## src/rtl/symbol_count_feeder_pkg.sv

```systemverilog
// Shared Huffman sort-stage definitions: default widths, the saturation
// ceiling for the default count width, and the feeder state encoding.
package symbol_count_feeder_pkg;

    localparam int DEF_DATA_WIDTH    = 16;
    localparam int DEF_TOTAL_SYMBOLS = 10;
    localparam int DEF_ADDR_WIDTH    = 4;

    // Largest value a default-width count can hold before saturating.
    localparam int COUNT_MAX = (1 << DEF_DATA_WIDTH) - 1;

    typedef enum logic [1:0] {
        ST_CLEAR = 2'd0,
        ST_COUNT = 2'd1,
        ST_FEED  = 2'd2,
        ST_DONE  = 2'd3
    } state_e;

endpackage

```

## src/rtl/symbol_count_feeder_sat_counter.sv

```systemverilog
// Saturating up-counter with synchronous clear. It exposes the next-cycle value
// so the feeder can capture a count in the same edge that increments it.
module sat_counter #(
    parameter int WIDTH = 16
) (
    input  logic             clk,
    input  logic             rst_n,
    input  logic             clr_i,
    input  logic             inc_i,
    output logic [WIDTH-1:0] count_next_o,
    output logic             sat_o
);

    logic [WIDTH-1:0] count_q;
    logic [WIDTH-1:0] count_d;

    assign sat_o        = (count_q == {WIDTH{1'b1}});
    assign count_next_o = count_d;

    // Next count: clear wins, otherwise increment unless already saturated.
    always_comb begin
        // NOTE: default assignment first so no path leaves count_d unassigned (no latch).
        count_d = count_q;
        if (clr_i) begin
            count_d = '0;
        end else if (inc_i && !sat_o) begin
            count_d = count_q + WIDTH'(1);
        end
    end

    // Count register.
    always_ff @(posedge clk or negedge rst_n) begin
        // NOTE: the count bank is plain flops, not RAM, so it is reset like any other state.
        if (!rst_n) begin
            count_q <= '0;
        end else begin
            // NOTE: non-blocking so every flop samples pre-edge values.
            count_q <= count_d;
        end
    end

endmodule

```

## src/rtl/symbol_count_feeder.sv

```systemverilog
// Huffman sort front end: counts symbol frequencies over a frame, then streams
// the (count, address) pairs into the insertion-sort cell chain.
module symbol_count_feeder
    import symbol_count_feeder_pkg::*;
#(
    parameter int DATA_WIDTH    = DEF_DATA_WIDTH,
    parameter int TOTAL_SYMBOLS = DEF_TOTAL_SYMBOLS,
    parameter int ADDR_WIDTH    = DEF_ADDR_WIDTH
) (
    input  logic                  clk,
    input  logic                  rst_n,
    input  logic                  start,
    input  logic                  sym_valid,
    input  logic [ADDR_WIDTH-1:0] sym,
    input  logic                  sym_last,
    output logic                  busy,
    output logic [DATA_WIDTH-1:0] sort_din,
    output logic [ADDR_WIDTH-1:0] sort_addr,
    output logic                  sort_ena,
    output logic                  sort_done,
    output logic                  ovf
);

    localparam logic [ADDR_WIDTH-1:0] LAST_IDX = ADDR_WIDTH'(TOTAL_SYMBOLS - 1);

    state_e                  state_q;
    logic [ADDR_WIDTH-1:0]   index_q;
    logic                    busy_q;
    logic [DATA_WIDTH-1:0]   sort_din_q;
    logic [ADDR_WIDTH-1:0]   sort_addr_q;
    logic                    sort_ena_q;
    logic                    sort_done_q;
    logic                    ovf_q;

    logic                    count_en;
    logic                    clr;
    logic [TOTAL_SYMBOLS-1:0] inc;
    logic [TOTAL_SYMBOLS-1:0] sat;
    logic [DATA_WIDTH-1:0]   cnt_next [TOTAL_SYMBOLS];
    logic                    ovf_hit;
    logic [ADDR_WIDTH-1:0]   feed_idx;

    // start takes priority over a symbol arriving in the same cycle.
    assign count_en = (state_q == ST_COUNT) && sym_valid && !start;
    assign clr      = (state_q == ST_CLEAR);
    assign ovf_hit  = |(inc & sat);

    // One saturating counter per symbol; out-of-range symbols match none of them.
    for (genvar i = 0; i < TOTAL_SYMBOLS; i++) begin : g_cnt
        assign inc[i] = count_en && (sym == ADDR_WIDTH'(i));

        sat_counter #(
            .WIDTH (DATA_WIDTH)
        ) u_cnt (
            .clk          (clk),
            .rst_n        (rst_n),
            .clr_i        (clr),
            .inc_i        (inc[i]),
            .count_next_o (cnt_next[i]),
            .sat_o        (sat[i])
        );
    end

    // Address to emit at this edge: 0 when leaving COUNT, else the one after the shown pair.
    always_comb begin
        feed_idx = '0;
        if (state_q == ST_FEED) begin
            feed_idx = index_q + ADDR_WIDTH'(1);
        end
    end

    // Frame control FSM with registered outputs; index_q tracks the address on sort_addr.
    always_ff @(posedge clk or negedge rst_n) begin
        if (!rst_n) begin
            state_q     <= ST_CLEAR;
            index_q     <= '0;
            busy_q      <= 1'b1;
            sort_din_q  <= '0;
            sort_addr_q <= '0;
            sort_ena_q  <= 1'b0;
            sort_done_q <= 1'b0;
            ovf_q       <= 1'b0;
        end else if (start) begin
            state_q     <= ST_CLEAR;
            index_q     <= '0;
            busy_q      <= 1'b1;
            sort_ena_q  <= 1'b0;
            sort_done_q <= 1'b0;
        end else begin
            unique case (state_q)
                ST_CLEAR: begin
                    state_q <= ST_COUNT;
                    busy_q  <= 1'b0;
                    ovf_q   <= 1'b0;
                end
                ST_COUNT: begin
                    if (ovf_hit) begin
                        ovf_q <= 1'b1;
                    end
                    if (sym_valid && sym_last) begin
                        state_q     <= ST_FEED;
                        index_q     <= feed_idx;
                        busy_q      <= 1'b1;
                        sort_din_q  <= cnt_next[feed_idx];
                        sort_addr_q <= feed_idx;
                        sort_ena_q  <= 1'b1;
                    end
                end
                ST_FEED: begin
                    if (index_q == LAST_IDX) begin
                        state_q     <= ST_DONE;
                        busy_q      <= 1'b0;
                        sort_ena_q  <= 1'b0;
                        sort_done_q <= 1'b1;
                    end else begin
                        index_q     <= feed_idx;
                        sort_din_q  <= cnt_next[feed_idx];
                        sort_addr_q <= feed_idx;
                    end
                end
                ST_DONE: begin
                    state_q <= ST_DONE;
                end
                default: begin
                    state_q <= ST_CLEAR;
                end
            endcase
        end
    end

    assign busy      = busy_q;
    assign sort_din  = sort_din_q;
    assign sort_addr = sort_addr_q;
    assign sort_ena  = sort_ena_q;
    assign sort_done = sort_done_q;
    assign ovf       = ovf_q;

endmodule

```

## config.mk

```make
export PLATFORM = sky130hd
export DESIGN_NAME = symbol_count_feeder
export DESIGN_NICKNAME = d
export VERILOG_FILES = /design/src/rtl/symbol_count_feeder_pkg.sv /design/src/rtl/symbol_count_feeder_sat_counter.sv /design/src/rtl/symbol_count_feeder.sv
export SDC_FILE = /design/constraint.sdc
export NUM_CORES = 1
export LEC_CHECK = 0
export ABC_AREA = 1
export BUFFER_PORTS_ARGS = -buffer_cell sky130_fd_sc_hd__buf_2
export CAP_MARGIN = 20
export CORE_MARGIN = 2
export CORE_UTILIZATION = 46
export CTS_CLUSTER_SIZE = 12
export DETAILED_ROUTE_END_ITERATION = 10
export PLACE_DENSITY = 0.71
export RECOVER_POWER = 100
export SYNTH_ARGS = -nofsm -noshare
export SYNTH_HDL_FRONTEND = slang
export SYNTH_SLANG_ARGS = --single-unit
```

## constraint.sdc

```tcl
create_clock -name clk -period 3.7 [get_ports clk]
set_clock_uncertainty 0.2 [all_clocks]
set_input_delay 0.37 -clock clk [delete_from_list [all_inputs] [get_ports clk]]
set_output_delay 0.37 -clock clk [all_outputs]
set_load 0.1 [all_outputs]
```

-- After elaboration in Yosys (flattened, before gate mapping)
Cells that the tools add are included.
- add/subtract/negate cells: 11
- equality and inequality tests: 29
- magnitude comparators: 1
- bitwise logic cells: 3
- mux-type cells: 46
- reduce and logical (&&, ||, !) cells: 50
- operator list (operator ; count):
    $mux 16 ; 24
    $add 16x1->16 const B ; 10
    $eq 16x16->1 const B ; 10
    $bmux 16 s4 ; 1
    $pmux 16 s2 ; 1
    $logic_and 1x1->1 ; 23
    $eq 4x3->1 const B ; 4
    $mux 4 ; 4
    $eq 4x4->1 const B ; 3
    $reduce_and 3->1 ; 4
    $logic_not 1->1 ; 11
    $and 10x10->10 ; 1
    $reduce_or 10->1 ; 1
    $eq 4x2->1 const B ; 2
    $mux 1 ; 8
    $pmux 2 s4 ; 1
    $pmux 4 s2 ; 1
    $reduce_bool 2->1 ; 4
    $mux 2 ; 3
    $ne 3x2->1 const B ; 2
    $ge 5x5->1 const B ; 1
    $not 4->5 ; 1
    $add 4x1->4 const B ; 1
    $eq 2x2->1 const B ; 2
    other kinds (14) ; 17
- logic and storage cells: 158
- output and inout port bits: 24
- register bits: 190
- bits of input ports: 9

-- Longest topological paths before layout
Gate-level depths: netlist of the first run.
- depth in word-level cells: 12
- gate-level depth with buffers: 17
- gate-level depth less buffers: 16

-- By module
From an unflattened synthesis of the first run, not the netlist that was laid out.
- cells, all modules: 2341
- area total of the unflattened synthesis: 15148.3 µm²
- by module, submodules not included (module ; sequential area each (µm²) ; times used ; cells each ; area an instance (µm²)):
    sat_counter ; 400.4 ; 10 ; 162 ; 1134.8
    symbol_count_feeder ; 752.0 ; 1 ; 721 ; 3799.9

-- Worst setup path before layout of the first run
Ideal clock, no wire load.
- path kind: register to register
- start: register state_q[1]
- end: register sort_din_q[1], in the netlist sort_din[1]
- stages on the path, launching flop included: 16
- buffers on the path: 1
- path slack: 1.404 ns
- arrival time: 1.973 ns
- library setup time: 0.123 ns
- clock period less this slack: 2.296 ns
- data required time: 3.377 ns
- cell sequence: dfrtp_1 inv_1 ha_1 nand2_2 nor2_4 buf_12 nand2_1 nor2_1 o21ai_2 or2_2 nand3_1 nand2_1 nand3_1 nand2_1 inv_2 a21oi_2
- cells in the longest elaborated chain, start to end: 12
- elaborated cells on any way between the ends: 57
- those cells by class: eq/ne: 4; mux: 27; bitwise: 1; reduce/logical: 25
- RTL lines (element ; line ; source):
    start: declaration ; symbol_count_feeder.sv:26 ; state_e state_q;
    start signal: assignment ; symbol_count_feeder.sv:75 ; state_q <= ST_CLEAR;
    start signal: assignment ; symbol_count_feeder.sv:84 ; state_q <= ST_CLEAR;
    start signal: assignment ; symbol_count_feeder.sv:92 ; state_q <= ST_COUNT;
    $eq 2x1->1 ; symbol_count_feeder.sv:44, symbol_count_feeder.sv:90 ;
    $logic_and 1x1->1 (2 in series) ; symbol_count_feeder.sv:44 ; assign count_en = (state_q == ST_COUNT) && sym_valid && !start;
    $logic_and 1x1->1 ; symbol_count_feeder.sv:50 ; assign inc[i] = count_en && (sym == ADDR_WIDTH'(i));
    $logic_and 1x1->1 ; symbol_count_feeder_sat_counter.sv:26 ; end else if (inc_i && !sat_o) begin
    $mux 16 ; symbol_count_feeder_sat_counter.sv:26 ;
    $mux 16 ; symbol_count_feeder_sat_counter.sv:24 ; if (clr_i) begin
    $bmux 16 s4 ; symbol_count_feeder.sv:104, symbol_count_feeder.sv:117 ;
    $mux 16 (implied by the code) (2 in series) ; symbol_count_feeder.sv:104, symbol_count_feeder.sv:117 ;
    $mux 16, on equally long branches ; symbol_count_feeder.sv:110, symbol_count_feeder.sv:100 ;
    $pmux 16 s2 ; symbol_count_feeder.sv:90 ; unique case (state_q)
    end signal: assignment ; symbol_count_feeder.sv:104 ; sort_din_q <= cnt_next[feed_idx];
    end signal: assignment ; symbol_count_feeder.sv:117 ; sort_din_q <= cnt_next[feed_idx];
    end: declaration ; symbol_count_feeder.sv:29 ; logic [DATA_WIDTH-1:0] sort_din_q;
Parallel ways exist; a longest one is shown, timed or not. The select of a mux whose other input is x is not followed.
A chain may end at the register's enable or synchronous reset.

-- Worst setup path after layout of the first run
- start: register state_q[1]
- end: register sort_din_q[2], in the netlist sort_din[2]
The elaborated chain is that of the path after synthesis.

==> qor.csv, run 1 <==
metric,value,unit
source of the critical timing path,state_q[1]$_DFFE_PN0P_,
static leakage,7.59,nW
multiplexer fraction of the synthesized cell area,0,
path length in cells of the critical path,12,
area fraction of the dominant cell type after synthesis,0.321,
cell family with the largest share of critical-path delay,simple AND/OR/NAND/NOR gates,
chip height,183,um
number of placement rows,65,
fraction of final layout cells with drive strength greater than 1,0.0550,
post-synthesis cell count,2351,
Overall Global Routing Usage,0.281,
die outline area,33500,um^2
flip-flop and latch count after synthesis,190,
run status,finished with violations,
mean cell area of the mapped netlist,6.27,um^2
YS warnings,0,
CP startpoint kind,flop,
category of the critical setup timing path,flop to flop,
Slew HR,-0.418,
top-level port count,33,
startpoint of the most critical register-to-register path,state_q[1]$_DFFE_PN0P_,
TritonCTS clock tree,done,
final antenna diode count,0,
biggest area consumer among synthesized cells,dfrtp_1,
sequence of cells on the critical path,"inv_1, ha_1, nand3_1, nor2_1, o21ai_0, o21ai_0, nand3_1, nand2_1, nand2_1, nand3_1, nand3_1, a21oi_1",
"critical path fanouts, max",9,
maximum frequency from static timing analysis,0.294,GHz
number of enable flip-flop cells after synthesis,0,
area share of fa/ha/maj cells after synthesis,0.0136,
predominant post-synthesis flop cell,dfrtp_1,
cell area after synthesis,14700,um^2
cell depth of the worst flop-to-flop path,12,
insertion delay of the later-clocked pin in the worst-skew pair,0.47,ns
placed wire-length estimate,34.5,mm
detail-routed net length per standard cell,16.7,um
unrepaired setup endpoints after global routing,no,
data arrival time of the worst path,3.59,ns
maximum root-to-sink buffer count,2,
via/cell ratio,5.42,
clock buffers created by TritonCTS,17,
global placer's final weighted congestion,0.982,
hold buffer count at cts,1,
largest family of logic cells by synthesized area,simple AND/OR/NAND/NOR gates,
number of post-CTS setup repair buffers,0,
iteration-0 DRC count of the detailed router,1528,
most frequently used cell type in the post-synthesis netlist,nand2_1,
CP Capture Type,flop,
compound-gate portion of the synthesized area,0.0647,
total power consumption of the routed design,6.75,mW
antenna violations before repair,0,
final worst path period need,3.40,ns
Pre-antenna DRT Iters,6,
Unique masters post-synth,49,
number of maximum-capacitance constraint violations,3,
Post-DRT Antenna Nets,0,
clock root cell,clkbuf_16,
clock transition time at the flip-flop clock pins of the worst setup and hold paths,0.08,ns
"Hold Violations, Final",0,
cell area power density,432,nW/um^2
number of H-tree branching levels,4,
Commonest cells post-synth,"nand2_1 (755), inv_1 (335), nand3_1 (323)",
DRC violations left,0,
capturing instance or port of the critical path,sort_din[2]$_DFFE_PN0P_,
simple-gate portion of the synthesized area,0.441,
worst slew pin tran,2.13,ns
post-synthesis share of cell area spent on xor and xnor gates,0.0344,
Final Cycle Share,0.920,
worst min path class,primary input to flop,
fraction of synthesis flops using an asynchronous set or reset pin,1.00,
pin count of the biggest net entering global routing,85,
vias in the first global route,14000,
cell repeated most along the worst path,nand3_1,
x dimension of the die,183,um
failing checks,"capacitance limit, slew limit",
Overflow after GRT,0,
count of final max-slew check failures,147,
starting density of the core,0.467,
net total in the final layout,2376,
placed cell count,2733,
"Largest stage delay, worst path",0.52,ns
slowest library cell on the worst path,o21ai_0,
post-cts repair resize count,0,
Layout Cells excl Fill,2766,
synthesis-to-finish area growth,5.91,%
maximum VDD drop,600,uV
"wirelength, routed",46.1,mm
via count,15000,
register-to-register path setup slack,0.30,ns
number of I/O port buffers,32,
leading cell types by total area after synthesis,"dfrtp_1 (32%), nand2_1 (19%), nand3_1 (11%)",
core area,31600,um^2
RR Endpoint,sort_din[2]$_DFFE_PN0P_,
number of sinks driven by the clock tree,190,
number of buffer and inverter stages on the critical path,1,
global-route wire length before repair,74.2,mm
setup tns final,0,ns
smallest hold slack,0.0403,ns
CP required,3.89,ns
number of instances on the worst hold path,2,
share of synthesized area occupied by flip-flops and latches,0.323,
number of setup violations in the final report,0,
net count after synthesis,2376,
## report_power, final
part / switching (mW) / internal [mW]
sequential: 0.143 / 2.20
combinational: 2.06 / 0.416
clock: 0.925 / 1.01
## worst register-to-register path, cell delays in order, from the launching register on
cell	delay [ns]
dfrtp_1	0.40
inv_1	0.14
ha_1	0.26
nand3_1	0.35
nor2_1	0.41
o21ai_0	0.52
o21ai_0	0.47
nand3_1	0.11
nand2_1	0.09
nand2_1	0.07
nand3_1	0.11
nand3_1	0.09
a21oi_1	0.13
## state kept, by name (all words and copies together) (netlist names)
signal               flops
g_cnt.u_cnt.count_q    160
sort_din                16
index_q                  4
sort_addr                4
state_q                  2
busy                     1
ovf                      1
sort_done                1
sort_ena                 1
## cells by family (layout without fill, tap and decap cells)
kind of cell | after synthesis | count (layout)
XOR/XNOR | 58 | 58
AND/OR/NAND/NOR | 1492 | 1492
flip-flops | 190 | 190
AO/OA/AOI/OAI | 162 | 162
adder cells (fa/ha/maj) | 16 | 16
buffers and inverters | 433 | 446
## per-stage QoR
| stage | area [um^2] | setup slack, ns | utilization |
|---|---|---|---|
| after detailed placement | 15200 | 0.492 | 0.482 |
| after CTS | 15800 | 0.484 | 0.501 |
| after floorplan | 14700 | 1.40 | - |
| final | 15600 | 0.296 | 0.495 |
| after global routing | 15600 | 0.0997 | 0.495 |
| after global placement | 15200 | 0.530 | 0.482 |
## per-layer routing
layer	GRT usage	up-vias	wire length, um
li1	-	7350	-
met1	0.377	7021	20400
met2	0.454	541	21200
met3	0.0451	90	2870
met4	0.113	0	1660
met5	0	-	0
## worst min-delay path by stage
stage,endpoint,startpoint,slack [ns]
floorplan,g_cnt[0].u_cnt.count_q[0]$_DFF_PN0_,rst_n,-0.13
global placement,g_cnt[5].u_cnt.count_q[6]$_DFF_PN0_,rst_n,0.17
detailed placement,g_cnt[4].u_cnt.count_q[6]$_DFF_PN0_,rst_n,0.16
CTS,state_q[0]$_DFFE_PN0P_,start,0.03
global route,state_q[0]$_DFFE_PN0P_,start,0.04
finish,state_q[0]$_DFFE_PN0P_,start,0.04
## area by class of cell
class / instances / area (um^2)
Clock buffer: 18 / 429
Multi-Input combinational cell: 1728 / 8060
Sequential cell: 190 / 4760
Timing Repair Buffer: 60 / 382
Inverter: 354 / 1330
Tap cell: 402 / 503
Fill cell: 3267 / 15900
Clock inverter: 14 / 158
## cell usage in the layout (no fill, tap or decap), drive strengths merged, types with 3 or more instances in the layout
cell type    n
a21oi       48
and2         3
buf         28
clkbuf      49
clkinv       8
dfrtp      189
ha          16
inv        356
nand2      770
nand3      326
nand3b       3
nand4       51
nor2       307
nor3        18
o211ai       5
o21ai       97
o21bai       7
or2          8
xnor2       10
xor2        48
Note: power is estimated with default switching activity, not from simulation.
==> run 2: changes to the inputs <==
PLACE_DENSITY = not set   (was 0.71)
PLACE_DENSITY_LB_ADDON = 0.08   (was not set)
==> run 2 against run 1 <==
Net effect: sequential share of layout area is 0.14 points lower; register-to-register slack worse by 0.02 ns; sequential cell count stayed put; critical endpoint unchanged; the run still ends with capacitance limit, slew limit left; hold slack better by 0.034 ns; largest cell class unchanged; worst setup slack worse by 0.023 ns; utilization is 0.23 points higher.
==> qor.csv, run 2 (synthesis gave the netlist of run 1 again) <==
metric,value,unit,change
"critical path fanouts, max",9,,unchanged
filler instances,3268,,+0.031%
Post-DRT Antenna Nets,0,,unchanged
detail-routed net length per standard cell,16.6,um,-0.50%
CP startpoint kind,flop,,
clock buffers created by TritonCTS,17,,unchanged
number of H-tree branching levels,4,,unchanged
fin util,0.497,,+0.00234
Pre-antenna DRT Iters,5,,-1
flip-flop count of the largest register after layout,160,,unchanged
unrepaired setup endpoints after global routing,no,,
post-cts repair resize count,0,,unchanged
number of placement rows,65,,unchanged
count of final max-slew check failures,83,,-44%
iteration-0 DRC count of the detailed router,1260,,-18%
via count,14600,,-2.6%
via/cell ratio,5.29,,-2.5%
startpoint of the most critical register-to-register path,state_q[1]$_DFFE_PN0P_,,
switch share,0.450,,-0.0138
x dimension of the die,183,um,unchanged
"Design Area, Final",15700,um^2,+0.47%
"Largest stage delay, worst path",0.54,ns,+0.02 ns
static leakage,7.62,nW,+0.40%
number of I/O port buffers,32,,unchanged
vias in the first global route,13800,,-1.6%
number of sinks driven by the clock tree,190,,unchanged
"wirelength, routed",45.9,mm,-0.57%
sequence of cells on the critical path,"inv_1, ha_1, nand3_1, nor2_1, o21ai_0, o21ai_1, nand3_1, nand2_1, nand2_1, nand3_1, nand3_1, a21oi_1",,
register ranked first by flip-flop count,g_cnt.u_cnt.count_q,,
CP required,3.89,ns,about the same
number of setup violations in the final report,0,,unchanged
die outline area,33500,um^2,unchanged
combinational share of power,0.367,,about the same
maximum VDD drop,542,uV,-9.8%
net switching power,3.11,mW,-0.67%
DRC violations left,0,,unchanged
most common library cell in the layout ignoring fill and taps,nand2_1,,
number of instances on the worst hold path,3,,+1
Hold EP,sort_ena$_DFFE_PN0P_,,
core area,31600,um^2,unchanged
placed wire-length estimate,34.6,mm,+0.26%
total area of multi-input combinational cells,8060,um^2,about the same
run status,finished with violations,,
maximum root-to-sink buffer count,2,,unchanged
post-place instance area,15200,um^2,+0.15%
number of maximum-capacitance constraint violations,1,,-2
cell repeated most along the worst path,nand3_1,,
setup tns final,0,ns,unchanged
failing checks,"capacitance limit, slew limit",,
register-to-register path setup slack,0.27,ns,-0.02 ns
antenna violations before repair,1,,+1
clock transition time at the flip-flop clock pins of the worst setup and hold paths,0.08,ns,about the same
pin count of the biggest net entering global routing,85,,unchanged
net total in the final layout,2374,,-0.084%
cell area power density,441,nW/um^2,+1.9%
maximum frequency from static timing analysis,0.292,GHz,-0.66%
"Hold Violations, Final",0,,unchanged
insertion delay of the later-clocked pin in the worst-skew pair,0.46,ns,about the same
Slew HR,-0.565,,-0.147
top-level port count,33,,unchanged
category of the critical setup timing path,flop to flop,,
RR Endpoint,sort_din[2]$_DFFE_PN0P_,,
starting density of the core,0.467,,unchanged
Cell Int Power,3.80,mW,+5.0%
CP Capture Type,flop,,
slowest library cell on the worst path,o21ai_0,,
"top library cells by usage in the layout, fill and taps aside","nand2_1 (761), inv_1 (343), nand3_1 (326)",,
global placer's final weighted congestion,0.945,,-3.8%
clock root cell,clkbuf_16,,
synthesis-to-finish area growth,6.41,%,
Overflow after GRT,0,,unchanged
data arrival time of the worst path,3.62,ns,+0.03 ns
final worst path period need,3.43,ns,+0.0227 ns
worst slew pin tran,2.35,ns,+0.220 ns
beginning of the worst hold path,sym_last,,
worst min path class,primary input to flop,,
Final Cycle Share,0.926,,+0.00615
chip height,183,um,unchanged
fraction of final layout cells with drive strength greater than 1,0.0538,,-0.00120
global-route wire length before repair,73.7,mm,-0.62%
Overall Global Routing Usage,0.282,,+0.000671
sequential cell area,4760,um^2,unchanged
cell depth of the worst flop-to-flop path,12,,unchanged
TritonCTS clock tree,done,,
part of the total power dissipated in sequential elements,0.336,,-0.010
part of the power in the clock network,0.296,,+0.010
==> run 2: changes by cell type in the layout (fill, tap and decap cells not counted), sizes merged <==
cell	change
inv	-1
buf	-1
clkinv	-2
clkinvlp	-1
bufinv	+2
diode	+1
==> run 2: worst max-delay path, delay by kind of cell (launching register included) <==
kind	cells	cell delay, ns
fa+ha+maj	1	0.28
flops	1	0.40
compound gates	3	1.04
simple gates	7	1.31
buf+inv	1	0.14
==> run 2: worst max path at each step <==
stage / start / to / depth (start not counted) / slack [ns]
after floorplan: state_q[1]$_DFFE_PN0P_ / sort_din[1]$_DFFE_PN0P_ / 15 / 1.40
after global placement: state_q[1]$_DFFE_PN0P_ / sort_din[7]$_DFFE_PN0P_ / 14 / 0.55
after detailed placement: state_q[1]$_DFFE_PN0P_ / sort_din[7]$_DFFE_PN0P_ / 14 / 0.50
after CTS: state_q[1]$_DFFE_PN0P_ / sort_din[4]$_DFFE_PN0P_ / 14 / 0.47
after global routing: state_q[1]$_DFFE_PN0P_ / sort_din[6]$_DFFE_PN0P_ / 14 / 0.11
final: state_q[1]$_DFFE_PN0P_ / sort_din[2]$_DFFE_PN0P_ / 12 / 0.27
==> run 2: final cells by class <==
| type | count | share of cell area |
|---|---|---|
| Multi-Input combinational cell | 1728 | 0.514 |
| Sequential cell | 190 | 0.303 |
| Inverter | 354 | 0.0848 |
| Tap cell | 402 | 0.0321 |
| Clock buffer | 19 | 0.0282 |
| Timing Repair Buffer | 58 | 0.0264 |
| Clock inverter | 12 | 0.0116 |
| Antenna cell | 1 | 0.000159 |
==> run 2: per-stage QoR <==
step	worst slack, ns	power, mW	cells	hold WS [ns]
final	0.273	6.92	2764	0.0747
after global routing	0.107	7.21	2764	0.0776
after CTS	0.473	7.02	2763	0.0506
after detailed placement	0.500	4.95	2731	0.262
after global placement	0.549	4.94	2731	0.261
after floorplan	1.40	4.09	2351	-0.126
==> run 2: layer usage <==
metal	up-vias	global-route usage	part of all wire
li1	7352	-	-
met1	6787	0.377	0.46
met2	396	0.462	0.46
met3	79	0.0385	0.045
met4	0	0.109	0.035
met5	-	0	0
==> run 2: power by group through the flow <==
| stage | logic, mW | clock network (mW) | registers (mW) |
|---|---|---|---|
| after floorplan | 1.06 | 0 | 3.03 |
| after global placement | 2.58 | 0 | 2.36 |
| after detailed placement | 2.59 | 0 | 2.36 |
| after CTS | 2.60 | 2.10 | 2.32 |
| after global routing | 2.70 | 2.18 | 2.33 |
| final | 2.54 | 2.05 | 2.33 |
==> run 2: repair_timing <==
item | in CTS | in global routing
hold endpoints to repair | 80 | 0
endpoints found under the setup margin | 0 | 0
hold buffers | 1 | 0
buffers inserted | 0 | 0
==> run 3: changes to the inputs <==
BUFFER_PORTS_ARGS = not set   (was -buffer_cell sky130_fd_sc_hd__buf_2)
DONT_BUFFER_PORTS = 1   (was not set)
PLACE_DENSITY_LB_ADDON = not set   (was 0.08)
==> run 3 against run 2 <==
Net effect: the flow finishes with violations (hold timing, capacitance limit, slew limit); die area unchanged; total power down 3.8%; fmax up 1.1%; hold slack worse by 0.65 ns; critical path depth up 3; utilization down 0.69 points; worst setup slack better by 0.038 ns; first-iteration DRC count up 6.0%; largest cell class unchanged; highest routed layer unchanged.
==> qor.csv, run 3 (synthesis gave the netlist of run 1 again) <==
metric,value,unit,change
smallest hold slack,-0.572,ns,-0.646 ns
failing checks,"hold timing, capacitance limit, slew limit",,
x dimension of the die,183,um,unchanged
filler instances,3308,,+1.2%
maximum VDD drop,545,uV,+0.62%
sequence of cells on the critical path,"inv_1, ha_1, nand3_4, nor2_1, inv_2, nor2_4, clkbuf_1, nand2_1, o21ai_0, nand3_1, nand2_1, nand2_1, nand3_1, nand3_1, a21oi_1",,
register ranked first by flip-flop count,g_cnt.u_cnt.count_q,,
top-level port count,33,,unchanged
hold buffer count at cts,3,,+2
RR Endpoint,sort_din[2]$_DFFE_PN0P_,,
clock root cell,clkbuf_16,,
insertion delay of the later-clocked pin in the worst-skew pair,0.46,ns,about the same
iteration-0 DRC count of the detailed router,1335,,+6.0%
synthesis-to-finish area growth,4.93,%,
worst min path class,primary input to async pin,,
number of post-CTS setup repair buffers,0,,unchanged
core area,31600,um^2,unchanged
final worst path period need,3.39,ns,-0.0381 ns
data arrival time of the worst path,3.58,ns,-0.04 ns
Overflow after GRT,0,,unchanged
post-cts repair resize count,0,,unchanged
chip height,183,um,unchanged
clock transition time at the flip-flop clock pins of the worst setup and hold paths,0.08,ns,about the same
pin count of the biggest net entering global routing,191,,+120%
DRC violations left,0,,unchanged
maximum frequency from static timing analysis,0.295,GHz,+1.1%
number of I/O port buffers,0,,-100%
placed wire-length estimate,34.0,mm,-1.8%
Pre-antenna DRT Iters,5,,unchanged
register-to-register path setup slack,0.31,ns,+0.04 ns
"Largest stage delay, worst path",0.53,ns,about the same
number of placement rows,65,,unchanged
cell depth of the worst flop-to-flop path,15,,+3
CP startpoint kind,flop,,
TritonCTS clock tree,done,,
setup tns final,0,ns,unchanged
Slew HR,-0.252,,+0.313
Post-DRT Antenna Nets,0,,unchanged
count of final max-slew check failures,85,,+2.4%
fraction of final layout cells with drive strength greater than 1,0.0512,,-0.00261
detail-routed net length per standard cell,16.7,um,+0.72%
net total in the final layout,2337,,-1.6%
static leakage,7.50,nW,-1.6%
via count,14600,,-0.21%
unrepaired setup endpoints after global routing,no,,
slowest library cell on the worst path,nor2_1,,
"Hold Violations, Final",190,,+190
"Design Area, Final",15500,um^2,-1.4%
antenna violations before repair,0,,-1
"top library cells by usage in the layout, fill and taps aside","nand2_1 (759), inv_1 (341), nand3_1 (324)",,
number of H-tree branching levels,4,,unchanged
number of setup violations in the final report,0,,unchanged
startpoint of the most critical register-to-register path,state_q[1]$_DFFE_PN0P_,,
clock buffers created by TritonCTS,17,,unchanged
global placer's final weighted congestion,0.942,,-0.32%
Final Cycle Share,0.916,,-0.0103
vias in the first global route,13600,,-1.2%
placed cell count,2692,,-1.4%
run status,finished with violations,,
worst slew pin tran,1.88,ns,-0.469 ns
number of sinks driven by the clock tree,190,,unchanged
most common library cell in the layout ignoring fill and taps,nand2_1,,
flip-flop count of the largest register after layout,160,,unchanged
final antenna diode count,0,,-1
global-route wire length before repair,73.3,mm,-0.55%
CP Capture Type,flop,,
number of maximum-capacitance constraint violations,1,,unchanged
cell area power density,430,nW/um^2,-2.4%
Layout Cells excl Fill,2727,,-1.3%
category of the critical setup timing path,flop to flop,,
Overall Global Routing Usage,0.280,,-0.00207
post-place instance area,15000,um^2,-1.7%
die outline area,33500,um^2,unchanged
"wirelength, routed",45.6,mm,-0.63%
starting density of the core,0.467,,unchanged
maximum root-to-sink buffer count,2,,unchanged
"critical path fanouts, max",15,,+6
via/cell ratio,5.35,,+1.1%
CP required,3.89,ns,about the same
run 3: cell types whose count changed in the layout (fill, tap and decap cells not counted), sizes merged:
cell	change
clkbuf	-27
dlygate4sd3	+2
buf	-11
bufinv	-2
diode	-1
clkinv	+2
run 3: critical path, delay by kind of cell (launching register included):
family	cells	cell delay (ns)
DFF	1	0.40
and+or+nand+nor	9	1.62
adders and majority gates	1	0.31
buffers and inverters	3	0.53
AOI/OAI and AO/OA	2	0.26
run 3: worst max path at each step:
stage	startpoint	to	slack, ns	depth (start not counted)
floorplan	state_q[1]$_DFFE_PN0P_	sort_din[1]$_DFFE_PN0P_	1.40	15
global placement	state_q[1]$_DFFE_PN0P_	sort_din[8]$_DFFE_PN0P_	0.46	14
detailed placement	state_q[1]$_DFFE_PN0P_	sort_din[8]$_DFFE_PN0P_	0.38	14
CTS	state_q[1]$_DFFE_PN0P_	sort_din[8]$_DFFE_PN0P_	0.36	14
global route	state_q[1]$_DFFE_PN0P_	sort_din[4]$_DFFE_PN0P_	0.04	15
finish	state_q[1]$_DFFE_PN0P_	sort_din[2]$_DFFE_PN0P_	0.31	15
run 3: cell type report:
cell class / instances / area (um^2) / area share
multi-input combinational: 1728 / 8070 / 0.521
sequential: 190 / 4760 / 0.307
inverter: 354 / 1330 / 0.0860
tap: 402 / 503 / 0.0325
clock buffer: 20 / 457 / 0.0295
timing repair buffer: 21 / 205 / 0.0133
clock inverter: 12 / 154 / 0.00995
run 3: through the flow:
step | worst slack [ns] | utilization | hold slack [ns] | total power, mW
2_1_floorplan | 1.40 | - | -0.126 | 4.09
3_3_place_gp | 0.456 | 0.475 | -0.114 | 4.74
3_5_place_dp | 0.383 | 0.475 | -0.108 | 4.75
4_1_cts | 0.362 | 0.495 | -0.601 | 6.73
5_1_grt | 0.0402 | 0.490 | -0.607 | 6.91
6_report | 0.311 | 0.490 | -0.572 | 6.65
run 3: routing by layer:
metal | part of all wire | global-route usage | vias up
met1 | 0.45 | 0.377 | 6785
li1 | - | - | 7266
met4 | 0.035 | 0.104 | 0
met5 | 0 | 0 | -
met3 | 0.054 | 0.0393 | 81
met2 | 0.46 | 0.457 | 451
run 3: power breakdown:
| group | switching [mW] | internal, mW |
|---|---|---|
| clock | 0.928 | 1.05 |
| combinational | 1.23 | 0.345 |
| sequential | 0.921 | 2.18 |
